`src/rtl/multicycle_controller.sv`:
```
// Multicycle control unit: FETCH/DECODE/EXEC/MEM/WB sequencer with
// decode registered on entry to EXEC and a wrapping retire counter.
module multicycle_controller #(
  parameter int ALUOP_W    = 4,
  parameter int MUL_CYCLES = 3,
  parameter int CNT_W      = 16
) (
  input  logic               Clk,
  input  logic               Rst,
  input  logic [31:0]        Instr,
  input  logic               IMemReady,
  input  logic               DMemReady,
  input  logic               Zero,
  output logic               IMemRead,
  output logic               IRWrite,
  output logic               PCWrite,
  output logic               PCSrc,
  output logic               ALUSrc,
  output logic               ALUSrc2,
  output logic               RegSl,
  output logic               RegDst,
  output logic               RegWrite,
  output logic               MemRead,
  output logic               MemWrite,
  output logic               MemtoReg,
  output logic [ALUOP_W-1:0] ALUOp,
  output logic [2:0]         State,
  output logic               IllegalInstr,
  output logic [CNT_W-1:0]   RetireCount
);

  localparam int MW = $clog2(MUL_CYCLES + 1);

  typedef enum logic [2:0] {
    S_FETCH  = 3'd0,
    S_DECODE = 3'd1,
    S_EXEC   = 3'd2,
    S_MEM    = 3'd3,
    S_WB     = 3'd4
  } state_t;

  state_t            state_q, state_d;
  logic [3:0]        alu_q;
  logic              asrc_q, asrc2_q, rsl_q, rdst_q, m2r_q;
  logic              mul_q, lw_q, sw_q, bne_q;
  logic [MW-1:0]     cnt_q;
  logic [CNT_W-1:0]  rc_q;

  logic [5:0] op, fn;
  logic       dec_ok;
  logic [3:0] dec_alu;
  logic       dec_asrc, dec_asrc2, dec_rsl, dec_rdst, dec_m2r;
  logic       dec_mul, dec_lw, dec_sw, dec_bne;
  logic       unused_instr;

  assign op           = Instr[31:26];
  assign fn           = Instr[5:0];
  assign unused_instr = ^Instr[25:6];

  always_comb begin
    dec_ok    = 1'b1;
    dec_alu   = 4'b0000;
    dec_asrc  = 1'b0;
    dec_asrc2 = 1'b0;
    dec_rsl   = 1'b0;
    dec_rdst  = 1'b0;
    dec_m2r   = 1'b0;
    dec_mul   = 1'b0;
    dec_lw    = 1'b0;
    dec_sw    = 1'b0;
    dec_bne   = 1'b0;
    case (op)
      6'b000000: begin
        dec_rdst = 1'b1;
        case (fn)
          6'b100000: dec_alu = 4'b0000;
          6'b100010: dec_alu = 4'b0001;
          6'b100100: dec_alu = 4'b0011;
          6'b100101: dec_alu = 4'b0100;
          6'b101010: dec_alu = 4'b0101;
          6'b000110: dec_alu = 4'b1010;
          6'b000000, 6'b000010: begin
            dec_alu   = fn[1] ? 4'b1001 : 4'b1000;
            dec_asrc2 = 1'b1;
            dec_rsl   = 1'b1;
          end
          default:   dec_ok  = 1'b0;
        endcase
      end
      6'b011100: begin
        dec_rdst = 1'b1;
        case (fn)
          6'b100001: dec_alu = 4'b1011;
          6'b100000: dec_alu = 4'b1100;
          6'b000010: begin
            dec_alu = 4'b0010;
            dec_mul = 1'b1;
          end
          default:   dec_ok  = 1'b0;
        endcase
      end
      6'b001000: dec_asrc = 1'b1;
      6'b001101: begin
        dec_alu  = 4'b0100;
        dec_asrc = 1'b1;
      end
      6'b100011: begin
        dec_asrc = 1'b1;
        dec_m2r  = 1'b1;
        dec_lw   = 1'b1;
      end
      6'b101011: begin
        dec_asrc = 1'b1;
        dec_sw   = 1'b1;
      end
      6'b000101: begin
        dec_alu  = 4'b0110;
        dec_rdst = 1'b1;
        dec_bne  = 1'b1;
      end
      default: dec_ok = 1'b0;
    endcase
  end

  logic last_exec, br_take, retire;

  assign last_exec = (state_q == S_EXEC) &&
                     (!mul_q || cnt_q == MW'(MUL_CYCLES - 1));
  assign br_take   = last_exec && bne_q && !Zero;
  assign retire    = (last_exec && bne_q) ||
                     (state_q == S_MEM && DMemReady && sw_q) ||
                     (state_q == S_WB);

  always_comb begin
    state_d = state_q;
    case (state_q)
      S_FETCH:  if (IMemReady) state_d = S_DECODE;
      S_DECODE: state_d = dec_ok ? S_EXEC : S_FETCH;
      S_EXEC: begin
        if (last_exec) begin
          if (bne_q)             state_d = S_FETCH;
          else if (lw_q || sw_q) state_d = S_MEM;
          else                   state_d = S_WB;
        end
      end
      S_MEM:    if (DMemReady) state_d = lw_q ? S_WB : S_FETCH;
      S_WB:     state_d = S_FETCH;
      default:  state_d = S_FETCH;
    endcase
  end

  always_ff @(posedge Clk) begin
    if (!Rst) begin
      state_q <= S_FETCH;
      alu_q   <= '0;
      asrc_q  <= 1'b0;
      asrc2_q <= 1'b0;
      rsl_q   <= 1'b0;
      rdst_q  <= 1'b0;
      m2r_q   <= 1'b0;
      mul_q   <= 1'b0;
      lw_q    <= 1'b0;
      sw_q    <= 1'b0;
      bne_q   <= 1'b0;
      cnt_q   <= '0;
      rc_q    <= '0;
    end else begin
      state_q <= state_d;
      if (state_q == S_DECODE && dec_ok) begin
        alu_q   <= dec_alu;
        asrc_q  <= dec_asrc;
        asrc2_q <= dec_asrc2;
        rsl_q   <= dec_rsl;
        rdst_q  <= dec_rdst;
        m2r_q   <= dec_m2r;
        mul_q   <= dec_mul;
        lw_q    <= dec_lw;
        sw_q    <= dec_sw;
        bne_q   <= dec_bne;
        cnt_q   <= '0;
      end else if (state_q == S_EXEC) begin
        cnt_q <= cnt_q + 1'b1;
      end
      if (retire) rc_q <= rc_q + 1'b1;
    end
  end

  // Strobes are gated by Rst so nothing fires while reset is held.
  assign IMemRead     = Rst && state_q == S_FETCH;
  assign IRWrite      = Rst && state_q == S_FETCH && IMemReady;
  assign PCWrite      = Rst && ((state_q == S_FETCH && IMemReady) ||
                                br_take);
  assign PCSrc        = Rst && br_take;
  assign RegWrite     = Rst && state_q == S_WB;
  assign MemRead      = Rst && state_q == S_MEM && lw_q;
  assign MemWrite     = Rst && state_q == S_MEM && sw_q;
  assign IllegalInstr = Rst && state_q == S_DECODE && !dec_ok;

  assign ALUSrc       = asrc_q;
  assign ALUSrc2      = asrc2_q;
  assign RegSl        = rsl_q;
  assign RegDst       = rdst_q;
  assign MemtoReg     = m2r_q;
  assign ALUOp        = ALUOP_W'(alu_q);
  assign State        = state_q;
  assign RetireCount  = rc_q;

endmodule
```
`config.mk`:
```
export PLATFORM = sky130hd
export DESIGN_NAME = multicycle_controller
export DESIGN_NICKNAME = d
export VERILOG_FILES = /design/src/rtl/multicycle_controller.sv
export SDC_FILE = /design/constraint.sdc
export NUM_CORES = 1
export LEC_CHECK = 0
export BUFFER_PORTS_ARGS = -buffer_cell sky130_fd_sc_hd__clkbuf_2
export CAP_MARGIN = 5
export CELL_PAD_IN_SITES_DETAIL_PLACEMENT = 2
export CELL_PAD_IN_SITES_GLOBAL_PLACEMENT = 2
export CORE_ASPECT_RATIO = 0.8
export CORE_MARGIN = 3
export CORE_UTILIZATION = 29
export CTS_BUF_LIST = sky130_fd_sc_hd__clkbuf_4 sky130_fd_sc_hd__clkbuf_8 sky130_fd_sc_hd__clkbuf_16
export DETAILED_ROUTE_END_ITERATION = 10
export PLACE_DENSITY = 0.93
export SYNTH_ARGS = -nofsm -noshare
export SYNTH_HDL_FRONTEND = slang
export SYNTH_SLANG_ARGS = --single-unit
```
`constraint.sdc`:
```
create_clock -name Clk -period 4.9 [get_ports Clk]
set_clock_uncertainty 0.2 [all_clocks]
set_input_delay 0 -clock Clk [delete_from_list [all_inputs] [get_ports Clk]]
set_output_delay 0 -clock Clk [all_outputs]
set_load 0.1 [all_outputs]
```
==> results summary <==
The run finished with clean final reports. The number of hold violations in the final report is 0. In the global route stage, overall resource usage came out at 0.174. From bottom edge to top edge, the die measures 78.6 µm. The Yosys warning count came out at 0. Measured in cells, the most critical reg-to-reg path has a length of 8. For the worst setup path, the data arrival time is approximately 2.5 ns.

The portion of total power attributed to sequential cells is 0.470. The global-route wire length before repair is ~11000 µm. The area used by sequential logic in the layout came out at 641 µm². The core area is about 6100 µm². The area growth from synthesis to layout is 22.3%.

The level count of the clock H-tree came out at 2. The launch point of the worst hold path is Instr[30]. Of the synthesized area, sequential elements account for 0.335. In this run the mean area of a mapped cell was around 8.6 µm². After layout, the minimum clock period comes to 2.49 ns.

In the final timing run, aggregate negative setup slack is 0 ns. The final estimated routing congestion in global placement came out at 0.779. The capture point of the worst reg-to-reg path is RetireCount[7]$_SDFFE_PN0P_. The share of cells above drive strength 1 is 0.272. The post-synth net total came out at between 200 and 300. The switching portion of total power came out at 0.273.

The classification of the worst-slack hold path is input pin to register. The filler cell count is between 700 and 800. The total congestion overflow after global routing is 0. The reported net switching power is ~0.15 mW.

Traced cell by cell, the critical path runs through inv_1 > ha_1 > nor2b_1 > o31ai_1 > a22oi_1 > nor3_1 > xor2_1 > and2_1. The post-layout net count is 311. The DRC marker count from the first detailed-route iteration came out at 56. For this run, asynchronously set or reset flops after synthesis account for 0. The cell at the slowest stage of the critical path is sky130_fd_sc_hd__a22oi_1. The worst hold path terminates at ALUSrc$_SDFFE_PN0P_. The met1 usage came out at 0.229. The library cell used most frequently in the layout, excluding fill and tap cells, is sky130_fd_sc_hd__clkbuf_2.

The worst-case vdd ir drop came out at ~0.084 mV. The cell sitting at the root of the clock tree is a sky130_fd_sc_hd__clkbuf_8. The category of the critical setup timing path is register to register.

The distinct cell type count after synthesis came out at between 50 and 60. The tool flagged a number of max-cap violations equal to 0. STA classifies the critical path startpoint as a register. The initial core utilization is 0.312. The relative contribution of the clock network to total power came out at 0.400. The longest clock path from root to sink contains 2 buffers.

The final number of max-transition violations came out at 0. The estimated wirelength of the detail-placed design is 4770 µm. In the synthesized netlist the dominant register cell turns out to be sky130_fd_sc_hd__dfxtp_1.

The summed instance area of the synthesized netlist is 1910 µm². The summed area of non-filler cells in the final layout is roughly 2300 µm². The final period utilization is 0.508. The iteration count of the initial detailed-routing pass is 4. The number of diodes added for antenna fixing came out at 0. After detailed routing, the number of vias per cell comes to roughly 5.3. Overall power consumption after layout is estimated at ~0.56 mW. In this run, post-CTS repair resized a total of 0 instances.

The clock drives 32 sinks. The power density relative to cell area is between 200 and 250 nW/µm². The share of total power dissipated in combinational logic is 0.129.

Once placement finished, the instance area stood at 2200 µm². The clock insertion delay at the later pin of the skew report is roughly 0.29 ns. The met3 layer usage reported by global route is 0.0346.

Derived from the worst setup path, the maximum achievable clock frequency is approximately 400 MHz. The most used routing layer is met2. The delay of the slowest cell on the worst path came out at just over 0.6 ns. The final routed wire length divided by cell count came out at 18.0 µm. The reg-to-reg setup timing slack is around 2.4 ns. The pin count of the biggest net entering global routing is 27. The number of antenna violations at the first check in global routing came out at 0. The transition time at the pin with the least slew margin came out at 0.733 ns. The cell depth of the worst hold path came out at 4. The top fanout value on the critical path came out at 8. TritonCTS built the clock tree. The number of enable flip-flop cells after synthesis came out at 0. The number of endpoints failing setup at the final stage is 0. In this run the remaining antenna-violating nets after routing total 0. The met2 routing resource usage after global routing is 0.289. The via count of the first global-routing pass is 2014. The routed layout has 1882 vias.

After detailed routing, the number of remaining DRC violations is 0. The floorplan step defined a die boundary enclosing between 7000 and 8000 µm². Setup repair after global routing left no endpoint under its margin. The number of buffers created by CTS came out at 5. The count of pins on the block boundary is 73. The synthesized instance count is approximately 220. The startpoint identified for the worst register-to-register timing path is cnt_q[0]$_SDFFE_PP0N_. After clock tree synthesis, the clock-pin slew on the worst setup and hold paths is 0.07 ns.

In this design, the largest share of critical-path delay is due to compound AO/OA/AOI/OAI gates. The die is 96.8 µm wide. The floorplan has 25 rows. The number of synthesized register bits is 32. In this run the tightest slew margin relative to its limit is 0.512. The number of buffers and inverters on the critical path is 1. The nature of the critical path endpoint is a register. The internal power contribution is approximately 0.41 mW. Leaving out fill and tap cells, the most frequent cells in the layout are sky130_fd_sc_hd__clkbuf_2, sky130_fd_sc_hd__dfxtp_1, sky130_fd_sc_hd__nand2_1, sky130_fd_sc_hd__and2_1, sky130_fd_sc_hd__xnor2_1.

In this run the tool buffered the top-level ports with 52 buffer cells. The data required time at the worst endpoint is approximately 4.9 ns. The routed design has between 6000 and 7000 µm of wire. The multi-input combinational cell area is around 1200 µm². The leakage power total is ~1.0 nW.
==> logic make-up (layout without fill, tap and decap cells) <==
| kind of cell | Yosys count | count (layout) | share of synthesized area |
|---|---|---|---|
| AND/OR/NAND/NOR | 109 | 109 | 0.348 |
| adder cells (fa/ha/maj) | 2 | 2 | 0.0131 |
| flip-flops | 32 | 32 | 0.335 |
| XOR/XNOR | 16 | 16 | 0.0732 |
| AO/OA/AOI/OAI | 41 | 41 | 0.173 |
| buffers and inverters | 22 | 72 | 0.0582 |
==> worst max-delay path by stage <==
stage                                startpoint                           to  slack [ns]  cells past startpoint
after detailed placement  cnt_q[0]$_SDFFE_PP0N_  RetireCount[7]$_SDFFE_PN0P_        2.47                      8
after global routing      cnt_q[0]$_SDFFE_PP0N_  RetireCount[7]$_SDFFE_PN0P_        2.24                      8
after CTS                 cnt_q[0]$_SDFFE_PP0N_  RetireCount[7]$_SDFFE_PN0P_        2.41                      8
after floorplan           State[1]$_SDFFE_PN0P_                      PCWrite        0.75                      4
final                     cnt_q[0]$_SDFFE_PP0N_  RetireCount[7]$_SDFFE_PN0P_        2.41                      8
after global placement    cnt_q[0]$_SDFFE_PP0N_  RetireCount[9]$_SDFFE_PN0P_        2.60                      8
==> synthesized netlist by cell type (5+ instances only) <==
master | n | area share
sky130_fd_sc_hd__dfxtp_1 | 32 | 0.33
sky130_fd_sc_hd__nand2_1 | 18 | 0.035
sky130_fd_sc_hd__and2_1 | 16 | 0.052
sky130_fd_sc_hd__xnor2_1 | 11 | 0.050
sky130_fd_sc_hd__nand4_1 | 10 | 0.033
sky130_fd_sc_hd__nor3_1 | 10 | 0.026
sky130_fd_sc_hd__inv_1 | 9 | 0.018
sky130_fd_sc_hd__nor2_1 | 9 | 0.018
sky130_fd_sc_hd__and3_1 | 8 | 0.026
sky130_fd_sc_hd__a22o_1 | 7 | 0.032
sky130_fd_sc_hd__clkbuf_1 | 7 | 0.014
sky130_fd_sc_hd__nand3_1 | 5 | 0.013
sky130_fd_sc_hd__nor2b_1 | 5 | 0.016
sky130_fd_sc_hd__o21ai_0 | 5 | 0.013
sky130_fd_sc_hd__xor2_1 | 5 | 0.023
==> cell type report <==
type                    count  share of cell area
multi-input cells         168               0.499
inverters                   9              0.0144
repair buffers             56               0.128
clock buffers               7              0.0412
flip-flops and latches     32               0.274
well taps                  81              0.0433
==> layer usage <==
| layer | wire length (µm) | up-vias | part of all wire |
|---|---|---|---|
| li1 | - | 902 | - |
| met2 | 3030 | 44 | 0.48 |
| met1 | 3010 | 929 | 0.47 |
| met5 | 0 | - | 0 |
| met3 | 250 | 7 | 0.039 |
| met4 | 78 | 0 | 0.012 |
==> worst register-to-register path: stages (launching register included) <==
cell and delay, ns:
sky130_fd_sc_hd__dfxtp_1 0.31, sky130_fd_sc_hd__inv_1 0.06, sky130_fd_sc_hd__ha_1 0.19, sky130_fd_sc_hd__nor2b_1 0.29
sky130_fd_sc_hd__o31ai_1 0.17, sky130_fd_sc_hd__a22oi_1 0.61, sky130_fd_sc_hd__nor3_1 0.18, sky130_fd_sc_hd__xor2_1 0.18
sky130_fd_sc_hd__and2_1 0.18
==> power by group through the flow <==
stage / logic, mW / clock network (mW) / registers [mW]
2_1_floorplan: 0.0467 / 0 / 0.274
5_1_grt: 0.0790 / 0.241 / 0.263
3_3_place_gp: 0.0670 / 0 / 0.269
6_report: 0.0724 / 0.224 / 0.263
4_1_cts: 0.0724 / 0.227 / 0.263
3_5_place_dp: 0.0695 / 0 / 0.269
==> timing repair <==
item,4_1_cts,5_1_grt
buffers inserted,0,0
hold buffers,4,0
endpoints found under the hold margin,5,0
==> through the flow <==
step	setup WS, ns	cells	hold slack, ns	utilization
2_1_floorplan	0.747	222	-0.0566	-
3_3_place_gp	2.60	342	0.0790	0.359
3_5_place_dp	2.47	342	0.0838	0.359
4_1_cts	2.41	353	0.00756	0.382
5_1_grt	2.24	353	0.0618	0.382
6_report	2.41	353	0.00149	0.382
==> state kept, by name, indices dropped and copies added (netlist names) <==
| signal | count |
|---|---|
| RegDst | 1 |
| sw_q | 1 |
| RetireCount | 16 |
| State | 3 |
| ALUSrc | 1 |
| ALUOp | 4 |
| cnt_q | 2 |
| RegSl | 1 |
| bne_q | 1 |
| lw_q | 1 |
| mul_q | 1 |
No activity file was read; power rests on OpenSTA's default activity.
